[src/rtl/mux_sel_scheduler.sv]
// rtl/mux_sel_scheduler.sv - round-robin scheduler sharing one select mux among NUM_IN requesters
// Picks a requester, drives Sel, captures MuxOut after one settle cycle and offers it on a valid/ready port.
module mux_sel_scheduler #(
  parameter int NUM_IN = 14,
  parameter int DATA_W = 8,
  parameter int SEL_W  = 4
) (
  input  logic              Clk,
  input  logic              Rst,
  input  logic [NUM_IN-1:0] Req,
  output logic [NUM_IN-1:0] Grant,
  output logic [SEL_W-1:0]  Sel,
  input  logic [DATA_W-1:0] MuxOut,
  output logic [DATA_W-1:0] DataOut,
  output logic              DataValid,
  input  logic              DataReady,
  output logic              Busy
);

  typedef enum logic [1:0] {IDLE, SELECT, HOLD} state_t;

  state_t           state;
  logic [SEL_W-1:0] ptr;
  logic [SEL_W-1:0] winner;
  logic [SEL_W-1:0] hi_w;
  logic [SEL_W-1:0] lo_w;
  logic             hi_found;
  logic             any_req;

  assign any_req = |Req;
  assign Busy    = (state != IDLE);

  // Lowest set bit above ptr wins; otherwise wrap to the lowest set bit at or below ptr.
  always_comb begin
    hi_w     = '0;
    lo_w     = '0;
    hi_found = 1'b0;
    for (int i = NUM_IN - 1; i >= 0; i--) begin
      if (Req[SEL_W'(i)]) begin
        if (SEL_W'(i) > ptr) begin
          hi_w     = SEL_W'(i);
          hi_found = 1'b1;
        end else begin
          lo_w = SEL_W'(i);
        end
      end
    end
    winner = hi_found ? hi_w : lo_w;
  end

  always_ff @(posedge Clk) begin
    if (Rst) begin
      state     <= IDLE;
      ptr       <= SEL_W'(NUM_IN - 1);
      Sel       <= '0;
      Grant     <= '0;
      DataOut   <= '0;
      DataValid <= 1'b0;
    end else begin
      Grant <= '0;
      case (state)
        IDLE: begin
          if (any_req) begin
            Sel   <= winner;
            state <= SELECT;
          end
        end
        SELECT: begin
          // A requester that withdrew during the settle cycle is dropped without service.
          if (Req[Sel]) begin
            DataOut   <= MuxOut;
            Grant     <= NUM_IN'(1) << Sel;
            ptr       <= Sel;
            DataValid <= 1'b1;
            state     <= HOLD;
          end else begin
            state <= IDLE;
          end
        end
        HOLD: begin
          if (DataReady) begin
            DataValid <= 1'b0;
            if (any_req) begin
              Sel   <= winner;
              state <= SELECT;
            end else begin
              state <= IDLE;
            end
          end
        end
        default: state <= IDLE;
      endcase
    end
  end

endmodule

[config.mk]
export PLATFORM = sky130hd
export DESIGN_NAME = mux_sel_scheduler
export DESIGN_NICKNAME = d
export VERILOG_FILES = /design/src/rtl/mux_sel_scheduler.sv
export SDC_FILE = /design/constraint.sdc
export NUM_CORES = 1
export LEC_CHECK = 0
export ABC_AREA = 1
export BUFFER_PORTS_ARGS = -buffer_cell sky130_fd_sc_hd__buf_2
export CORE_MARGIN = 8
export CORE_UTILIZATION = 48
export CTS_CLUSTER_SIZE = 8
export DETAILED_ROUTE_END_ITERATION = 7
export GPL_TIMING_DRIVEN = 0
export PLACE_DENSITY = 0.81
export SYNTH_ARGS = -nofsm -noshare
export SYNTH_HDL_FRONTEND = slang
export SYNTH_SLANG_ARGS = --single-unit
[constraint.sdc]
create_clock -name Clk -period 3.9 [get_ports Clk]
set_input_delay 0.585 -clock Clk [delete_from_list [all_inputs] [get_ports Clk]]
set_output_delay 0.585 -clock Clk [all_outputs]
set_load 0.02 [all_outputs]
==> flow_summary.ini <==
[clock_network]
clock_latency_ns = 0.32
cts_buffer_depth = 2
h-tree-depth = 1
cts.sinks = 26
cts_resized = 0
cts_setup_buffers = 0
cts_tree = done
cts.hold.buffers_added = 0
tritoncts.num_buffers = 3
cts.reportedPaths.clkPinSlew_ns = 0.13
cts-root-buf = clkbuf_4

[logic_synthesis]
synth_cells = 172
synth_cell_type_count = 17
ys_warn_count = 0
syn_area_um2 = 1195
ys_ff_latch = 26
ys_seq_area_frac = 0.4356
syn_avg_cell_area_um2 = 6.947

[routing]
vias_per_cell = 4.734
vias = 1212
drtPass1Iterations = 4
post_drt_wl_per_cell_um = 11.18
ant_nets = 0
wl_mm = 2.861
initialDrtViolationCount = 29
drcViolationCount = 0

[die]
dieWidth_um = 65.90
row_count = 18
die_area_um2 = 4342
start_util = 0.4958
die_h_um = 65.90
io-pin-count = 53
coreArea_um2 = 2410

[setup_path]
crit_type = reg2out
worstSetupStartpoint = Sel[1]$_SDFFE_PP0P_
crit_path_start_kind = flip-flop
r2r_start = Sel[1]$_SDFFE_PP0P_
path_cells = buf_2
cp_top_family = flip-flops
endpoint_kind = primary output
arrival_ns = 1.02
cp_max_fo = 8
critPathRequiredTime_ns = 3.31
slowest_delay_ns = 0.48
cp_num_buf_inv = 1
cp_slowest_cell = dfxtp_1

[cells_and_area]
final_cell_count_no_fill = 256
nets = 253
fillCellCount = 236
diodes = 0
post-route-util = 0.6236
layout-drive-gt1-share = 0.2920
area_delta_synth_final_pct = 25.76
fin_area_um2 = 1503

[grt]
grt_antenna_before_repair = 0
grt_pass1_wl_mm = 4.774
grt_pass1_vias = 1188
grt_max_degree = 14
grt-ovfl-total = 0
grt.total_usage = 0.1348

[sta]
holdWs_ns = 0.4677
finalSetupTns_ns = 0
fin_crit_sh = 0.4112
worst_slack_ns = 2.296
setup_viol = 0
clock_skew_ns = 0.002422
rsz0062_at_grt = no
hold_viol = 0
period_minus_slack_ns = 1.604
max_freq_ghz = 0.6236
drv_slew = 0

[pwr]
power_density_nw_per_um2 = 365.1
vdd_ir_drop_max_uv = 358.9
finalPower_mw = 0.5486
p_leak_nw = 0.8267

[flow_run]
drv_cap = 0

[placement]
numPortBuffers = 45
place.gp.congestion = 0.8588
hpwl_mm = 2.294
placedInstanceArea_um2 = 1480
dp_cells = 253
pre_cts_slack_ns = 2.326

[min_path]
hp-class = reg2reg
hp-start = DataOut[3]$_SDFFE_PP0P_

[outcome]
status = finished clean
-- sequential cells by signal (all words and copies together), names as in the netlist --
name       count
DataOut        8
Grant          8
ptr            4
Sel            3
state          2
DataValid      1
-- area by class of cell --
type	count	area, um2	share of cell area
plain buffers	13	91.34	0.06078
clock buffers	3	22.52	0.01499
inverters	12	45.04	0.02998
multi-input cells	127	560.5	0.3730
flip-flops and latches	26	520.5	0.3464
well taps	30	37.54	0.02498
repair buffers	45	225.2	0.1499
-- synthesized netlist by cell type (all sizes together) --
cell type	count	area, um2
a21oi	6	30.03
buf	13	91.34
conb	1	3.750
dfxtp	26	520.5
inv	12	45.05
nand2	45	171.4
nand3	22	115.1
nand4	12	75.07
nor2	32	127.6
nor3	1	5.000
o21ai	2	10.01
-- layout by cell type, fill, tap and decap left out --
cell / Yosys / layout
conb_1: 1 / 7
nor2_1: 31 / 31
nor3_1: 1 / 1
inv_1: 10 / 10
nand3_2: 1 / 1
nor2_4: 1 / 1
buf_6: 1 / 1
nand2_1: 44 / 44
nand3_1: 21 / 21
o21ai_0: 2 / 2
buf_2: 4 / 49
dfxtp_1: 26 / 26
inv_2: 2 / 2
clkbuf_4: 0 / 3
nand2_2: 1 / 1
buf_4: 8 / 8
a21oi_1: 6 / 6
nand4_1: 12 / 12
-- routing by layer --
metal	vias to the layer above	track usage	part of all wire	routed length, um
met5	-	0	0	0
met4	0	0.05450	0.010	29
met3	4	0.06610	0.13	359
met2	46	0.2132	0.42	1214
met1	512	0.1512	0.44	1257
li1	650	-	-	-
-- path summary, 6_finish.rpt --
path | end | slack (ns) | depth (start not counted)
min reg2reg | DataOut[3]$_SDFFE_PP0P_ | 0.47 | 2
min | DataOut[3]$_SDFFE_PP0P_ | 0.47 | 2
max reg2reg | DataOut[0]$_SDFFE_PP0P_ | 2.45 | 9
max | Sel[1] | 2.30 | 1
-- cell families after synthesis --
kind of cell,share of synthesized area
other,0.003138
flip-flops,0.4356
buffers and inverters,0.1141
AO/OA/AOI/OAI,0.03351
AND/OR/NAND/NOR,0.4136
-- worst register-to-register path, delay by kind of cell, from the launching register on --
family | cells | cell delay [ns]
buf+inv | 2 | 0.28
flops | 1 | 0.48
simple gates | 7 | 0.65
-- where the power goes --
| group | leakage [nW] | internal [mW] | switching, mW |
|---|---|---|---|
| registers | 0.212 | 0.283 | 0.0134 |
| logic | 0.600 | 0.0510 | 0.0897 |
| clock network | 0.0138 | 0.0362 | 0.0748 |
(Power assumes the default switching activity.)
